<file path="src/rtl/mii_64b66b_encoder.sv">
// mii_64b66b_encoder
//   64b/66b transmit encoder. Each valid cycle one 64-bit MII word and its
//   8-bit control mask are classified (C, S, D, T_k or E). The class and the
//   transmit state pick the 66-bit block to emit. Illegal sequences are
//   replaced by an error block. A saturating counter records how many error
//   blocks have been sent.
//
// Ports
//   clk         rising-edge clock
//   i_rst_n     asynchronous active-low reset
//   i_valid     input word valid this cycle
//   i_tx_data   MII data, lane i = [8i+7:8i], lane 0 transmitted first
//   i_tx_ctrl   bit i marks lane i as a control character
//   o_valid     o_tx_block valid (one cycle after the accepted word)
//   o_tx_block  [1:0] sync header, [65:2] payload
//   o_err_cnt   error blocks emitted, saturating at all-ones
//   o_state     current transmit state (debug observation only)
//
// Handshake: a word is consumed on every rising edge where i_valid=1. There
// is no ready signal and no backpressure. o_valid is asserted for exactly one
// cycle per consumed word, one cycle after that edge.
module mii_64b66b_encoder #(
  parameter int DATA_WIDTH    = 64,
  parameter int CTRL_WIDTH    = DATA_WIDTH / 8,
  parameter int ERR_CNT_WIDTH = 16
) (
  input  logic                     clk,
  input  logic                     i_rst_n,
  input  logic                     i_valid,
  input  logic [DATA_WIDTH-1:0]    i_tx_data,
  input  logic [CTRL_WIDTH-1:0]    i_tx_ctrl,
  output logic                     o_valid,
  output logic [DATA_WIDTH+1:0]    o_tx_block,
  output logic [ERR_CNT_WIDTH-1:0] o_err_cnt,
  output logic [2:0]               o_state
);

  localparam logic [2:0] TX_INIT = 3'd0;
  localparam logic [2:0] TX_C    = 3'd1;
  localparam logic [2:0] TX_D    = 3'd2;
  localparam logic [2:0] TX_T    = 3'd3;
  localparam logic [2:0] TX_E    = 3'd4;

  localparam logic [2:0] CLS_C = 3'd0;
  localparam logic [2:0] CLS_S = 3'd1;
  localparam logic [2:0] CLS_D = 3'd2;
  localparam logic [2:0] CLS_T = 3'd3;
  localparam logic [2:0] CLS_E = 3'd4;

  localparam logic [7:0] CH_I = 8'h07;
  localparam logic [7:0] CH_E = 8'hFE;
  localparam logic [7:0] CH_S = 8'hFB;
  localparam logic [7:0] CH_T = 8'hFD;
  localparam logic [6:0] CODE_E = 7'h1E;

  localparam logic [1:0] SYNC_DATA = 2'b10;
  localparam logic [1:0] SYNC_CTRL = 2'b01;

  localparam logic [65:0] ERR_BLOCK = {{8{CODE_E}}, 8'h1E, SYNC_CTRL};

  logic [2:0]  state;
  logic [2:0]  nxt_state;
  logic [2:0]  cls;
  logic        emit_err;
  logic [65:0] blk;

  // C-word check: every lane must be control and either /I/ or /E/.
  // /I/ maps to code 0, so only /E/ lanes need writing into c_codes.
  logic        c_ok;
  logic [55:0] c_codes;
  logic [7:0]  c_lane;

  always_comb begin
    c_ok    = 1'b1;
    c_codes = '0;
    c_lane  = '0;
    for (int i = 0; i < 8; i++) begin
      c_lane = i_tx_data[8*i +: 8];
      if (!i_tx_ctrl[i]) begin
        c_ok = 1'b0;
      end else if (c_lane == CH_E) begin
        c_codes[7*i +: 7] = CODE_E;
      end else if (c_lane != CH_I) begin
        c_ok = 1'b0;
      end
    end
  end

  // Terminate detection. Lane k must be the first control lane, hold /T/,
  // and every later lane must be control /I/. At most one k can match.
  logic       t_hit;
  logic       t_ok;
  logic [2:0] t_lane;

  always_comb begin
    t_hit  = 1'b0;
    t_ok   = 1'b0;
    t_lane = '0;
    for (int k = 0; k < 8; k++) begin
      t_ok = 1'b1;
      for (int j = 0; j < 8; j++) begin
        if (j < k) begin
          if (i_tx_ctrl[j]) t_ok = 1'b0;
        end else if (j == k) begin
          if (!i_tx_ctrl[j] || i_tx_data[8*j +: 8] != CH_T) t_ok = 1'b0;
        end else begin
          if (!i_tx_ctrl[j] || i_tx_data[8*j +: 8] != CH_I) t_ok = 1'b0;
        end
      end
      if (t_ok) begin
        t_hit  = 1'b1;
        t_lane = 3'(k);
      end
    end
  end

  // Terminate payload: data lanes below the /T/ lane, everything else zero.
  // Lane 7 can never be data in a T block, so 56 bits suffice.
  logic [55:0] t_data;
  logic [7:0]  t_type;

  always_comb begin
    t_data = '0;
    for (int j = 0; j < 7; j++) begin
      if (3'(j) < t_lane) t_data[8*j +: 8] = i_tx_data[8*j +: 8];
    end
  end

  always_comb begin
    case (t_lane)
      3'd0:    t_type = 8'h87;
      3'd1:    t_type = 8'h99;
      3'd2:    t_type = 8'hAA;
      3'd3:    t_type = 8'hB4;
      3'd4:    t_type = 8'hCC;
      3'd5:    t_type = 8'hD2;
      3'd6:    t_type = 8'hE1;
      default: t_type = 8'hFF;
    endcase
  end

  always_comb begin
    cls = CLS_E;
    if (i_tx_ctrl == 8'hFF && c_ok) begin
      cls = CLS_C;
    end else if (i_tx_ctrl == 8'h01 && i_tx_data[7:0] == CH_S) begin
      cls = CLS_S;
    end else if (i_tx_ctrl == 8'h00) begin
      cls = CLS_D;
    end else if (t_hit) begin
      cls = CLS_T;
    end
  end

  // Sequencing rules. Anything not explicitly legal for the current state
  // becomes an error block and parks the machine in TX_E.
  always_comb begin
    nxt_state = TX_E;
    emit_err  = 1'b1;
    case (state)
      TX_D: begin
        if (cls == CLS_D) begin
          nxt_state = TX_D;
          emit_err  = 1'b0;
        end else if (cls == CLS_T) begin
          nxt_state = TX_T;
          emit_err  = 1'b0;
        end
      end
      TX_E: begin
        if (cls == CLS_C) begin
          nxt_state = TX_C;
          emit_err  = 1'b0;
        end else if (cls == CLS_D) begin
          nxt_state = TX_D;
          emit_err  = 1'b0;
        end else if (cls == CLS_T) begin
          nxt_state = TX_T;
          emit_err  = 1'b0;
        end
      end
      default: begin
        if (cls == CLS_C) begin
          nxt_state = TX_C;
          emit_err  = 1'b0;
        end else if (cls == CLS_S) begin
          nxt_state = TX_D;
          emit_err  = 1'b0;
        end
      end
    endcase
  end

  always_comb begin
    blk = ERR_BLOCK;
    if (!emit_err) begin
      case (cls)
        CLS_C:   blk = {c_codes, 8'h1E, SYNC_CTRL};
        CLS_S:   blk = {i_tx_data[63:8], 8'h78, SYNC_CTRL};
        CLS_D:   blk = {i_tx_data, SYNC_DATA};
        CLS_T:   blk = {t_data, t_type, SYNC_CTRL};
        default: blk = ERR_BLOCK;
      endcase
    end
  end

  always_ff @(posedge clk or negedge i_rst_n) begin
    if (!i_rst_n) begin
      state      <= TX_INIT;
      o_valid    <= 1'b0;
      o_tx_block <= '0;
      o_err_cnt  <= '0;
    end else begin
      o_valid <= i_valid;
      if (i_valid) begin
        state      <= nxt_state;
        o_tx_block <= blk;
        if (emit_err && o_err_cnt != '1) begin
          o_err_cnt <= o_err_cnt + 1'b1;
        end
      end
    end
  end

  assign o_state = state;

endmodule

</file>
<file path="config.mk">
export PLATFORM = sky130hd
export DESIGN_NAME = mii_64b66b_encoder
export DESIGN_NICKNAME = d
export VERILOG_FILES = /design/src/rtl/mii_64b66b_encoder.sv
export SDC_FILE = /design/constraint.sdc
export NUM_CORES = 1
export LEC_CHECK = 0
export ABC_AREA = 1
export BUFFER_PORTS_ARGS = -buffer_cell sky130_fd_sc_hd__clkbuf_2
export CAP_MARGIN = 20
export CORE_ASPECT_RATIO = 0.5
export CORE_MARGIN = 4
export CORE_UTILIZATION = 38
export DETAILED_ROUTE_END_ITERATION = 10
export SYNTH_ARGS = -nofsm -noshare
export SYNTH_HDL_FRONTEND = slang
export SYNTH_SLANG_ARGS = --single-unit
</file>
<file path="constraint.sdc">
create_clock -name clk -period 4.6 [get_ports clk]
set_input_delay 0.69 -clock clk [delete_from_list [all_inputs] [get_ports clk]]
set_output_delay 0.69 -clock clk [all_outputs]
set_load 0.005 [all_outputs]
</file>
==> metrics.md <==
| Metric | Value |
|---|---|
| Placed cells | `1291` |
| Final core occ | `0.479` |
| Die ar. | `~18000 um2` |
| F_max | `around 330 MHz` |
| Final Critical Period | `a little over 3000 ps` |
| Leading area contributor after synthesis | `dfrtp_1` |
| Worst skew pair latency | `350 ps` |
| Antenna Cells | `0` |
| Die span in x | `between 150 and 200 um` |
| Netlist Area Pre-Place | `between 6000 and 7000 um2` |
| Post-synth ARST share | `1.00` |
| GRT overflow | `0` |
| Relative slew margins | `0.404` |
| Worst hold path type | `primary input to async pin` |
| Drt drc | `0` |
| Top-count cell post-synth | `nand2_1` |
| Post-Synthesis Net Count | `1007` |
| Nets@finish | `between 1000 and 1500` |
| # IOs | `161` |
| Initial antenna violation count | `2` |
| CP Capture Type | `flop` |
| Initial detailed-routing violation count | `a little over 600` |
| First-pass GRT wire length | `around 39000 um` |
| Pwr Total | `about 2000 uW` |
| Avg Inst Size Synth | `approximately 6.7 um2` |
| Starting density of the core | `0.395` |
| H-tree depth | `3` |
| Worst Path Required | `between 4000 and 5000 ps` |
| DP HPWL | `about 20000 um` |
| Critical path startpoint category | `primary input` |
| Die Y | `between 90 and 100 um` |
| CTS tree | `built` |
| Drt pass-1 iters | `5` |
| FF+latch count, synth | `86` |
| Setup CP Type | `primary input to flop` |
| Leak | `about 0.0035 uW` |
| Top area cells in the synthesized netlist | `dfrtp_1 (35%), nand2_1 (15%), nor2_1 (10%)` |
| Unrepaired setup endpoints after global routing | `false` |
| Worst Path Max Fanout | `18` |
| CTS Buffer Depth | `2` |
| Hold buffers post-CTS | `0` |
| Vias in the first global route | `6742` |
| Gr usage total | `0.267` |
| # Max-Cap Violations | `0` |
| WL final | `about 25000 um` |
| Met2 usage | `0.388` |
| Final antenna-violating net count | `0` |
| Ys flop type | `dfrtp_1` |
| Clock sinks | `86` |
| Final cell count without fillers | `approximately 1300` |
| WP data arrival | `3300 ps` |
| Post-CTS Resized | `0` |
| Root buffer cell | `clkbuf_16` |
| Port Buffers | `160` |
| CTS buffer count | `9` |
| Synth top area share | `0.348` |
| Endpoints failing setup | `0` |
| Max Slew Vio Count | `0` |
| Worst slew pin tran | `889 ps` |
| Share of cells above drive strength 1 | `0.230` |
| Via Count | `a little under 7000` |
| Total Neg Setup Slack | `0 ps` |
| Setup Skew | `5.37 ps` |
| Top post-synthesis cells by count | `nand2_1 (239), nor2_1 (167), inv_1 (103)` |
| Clock transition at the registers of the reported paths | `roughly 70 ps` |
| Sequential area share after synthesis | `0.348` |
| Routing usage on met1 | `0.386` |
| Met3 GRT Util | `0.0811` |
| Post-synth EDFFs | `0` |
| Final RePlAce weighted congestion | `1.01` |
| Maximum VDD drop | `~0.00016 V` |
| Cells after Synth | `926` |
| Outcome | `finished clean` |
| Period utilisation layout | `0.663` |
| Core footprint | `15700 um2` |
| Power Dens Cells | `between 200 and 300 nW/um2` |
| FP Rows | `32` |
| Largest net degree at the start of global routing | `57` |
| Post-synthesis cell type count | `47` |
| Count of final hold-check violations | `0` |
| Routed len/inst | `around 19 um` |
| Vias/cell | `5.26` |
| Area Overhead vs Synth | `21.3%` |
| GR peak layer | `met2` |
| Post-CTS setup buffer count | `0` |
| Synth Warn # | `0` |
## worst paths after layout
check / startpoint / to / slack [ps] / depth (start not counted)
worst max-delay path: i_tx_ctrl[5] / o_tx_block[31] / 1550 / 13
worst min-delay path: i_rst_n / o_tx_block[51] / 290 / 1
worst max register to register: o_err_cnt[0] / o_err_cnt[3] / 2300 / 10
worst min register to register: o_tx_block[7] / o_tx_block[7] / 480 / 2
max in group asynchronous: i_rst_n / o_tx_block[29] / 3250 / 2
min in group clk: o_tx_block[7] / o_tx_block[7] / 480 / 2
## state kept, by name (all words and copies together), names as in the netlist
name        flops
o_state         3
o_err_cnt      16
o_tx_block     66
o_valid         1
## per-stage QoR
step           hold slack, ps  setup WS [ps]  area (um2)
3_3_place_gp              462           1290        7180
4_1_cts                   306           1640        7500
6_report                  291           1550        7500
5_1_grt                   328           1350        7500
3_5_place_dp              470           1260        7180
2_1_floorplan             394           2080        6180
## cell families (layout without fill, tap and decap cells)
family          count (synthesis)  after routing  share of synthesized area
xor+xnor                       15             15                     0.0213
fa+ha+maj                       6              6                     0.0121
simple gates                  557            557                      0.405
buf+inv                       144            304                     0.0939
flops                          86             86                      0.348
compound gates                118            118                      0.119
## layer usage
metal  vias up  routed length [um]
met5         -                  26
met4         4                 518
met3        46                2330
met2       280               10200
met1      3238               11500
li1       3303                   -
## power breakdown
group / total, uW / leakage [uW] / internal [uW] / switching (uW)
sequential: 852 / 0.000990 / 801 / 51.0
clock: 801 / 0.000154 / 479 / 323
combinational: 379 / 0.00239 / 133 / 246
## layout make-up
cell class	instances	area, um2
well taps	221	277
flip-flops and latches	86	2150
repair buffers	166	848
clock buffers	11	233
clock inverters	5	82.6
inverters	122	458
multi-input cells	696	3450
fillers	1642	8160
## worst max-delay path, cell delays in order
cell      delay [ps]
clkbuf_2         150
nand2_1           90
inv_2             80
nand3_1          140
nor3_1           280
o21ai_1          120
nor2_1           140
nand3_2          260
inv_2            260
a21oi_2          110
nand2_2          320
nand2_2          350
o21ai_0          300
## cell usage in the layout (no fill, tap or decap), types with 3 or more instances in the layout
| cell type | Yosys | layout |
|---|---|---|
| nand2_1 | 239 | 239 |
| nor2_1 | 167 | 167 |
| clkbuf_2 | 0 | 159 |
| inv_1 | 103 | 103 |
| dfrtp_1 | 86 | 86 |
| nand3_1 | 51 | 51 |
| nand4_1 | 34 | 34 |
| o21ai_0 | 28 | 28 |
| nor3_1 | 19 | 19 |
| o21ai_1 | 19 | 19 |
| inv_2 | 17 | 17 |
| a21oi_1 | 15 | 15 |
| xor2_1 | 12 | 12 |
| o22ai_1 | 12 | 12 |
| nor2_2 | 10 | 10 |
| a22oi_1 | 10 | 10 |
| o21ai_2 | 9 | 9 |
| clkbuf_16 | 0 | 9 |
| a31oi_1 | 8 | 8 |
| nand2_2 | 7 | 7 |
| buf_4 | 2 | 7 |
| nand3_2 | 6 | 6 |
| ha_1 | 6 | 6 |
| or2_2 | 5 | 5 |
| a211oi_1 | 4 | 4 |
| nor2_4 | 3 | 3 |
| xnor2_1 | 3 | 3 |
| nor4_1 | 3 | 3 |
(Power assumes the default switching activity.)
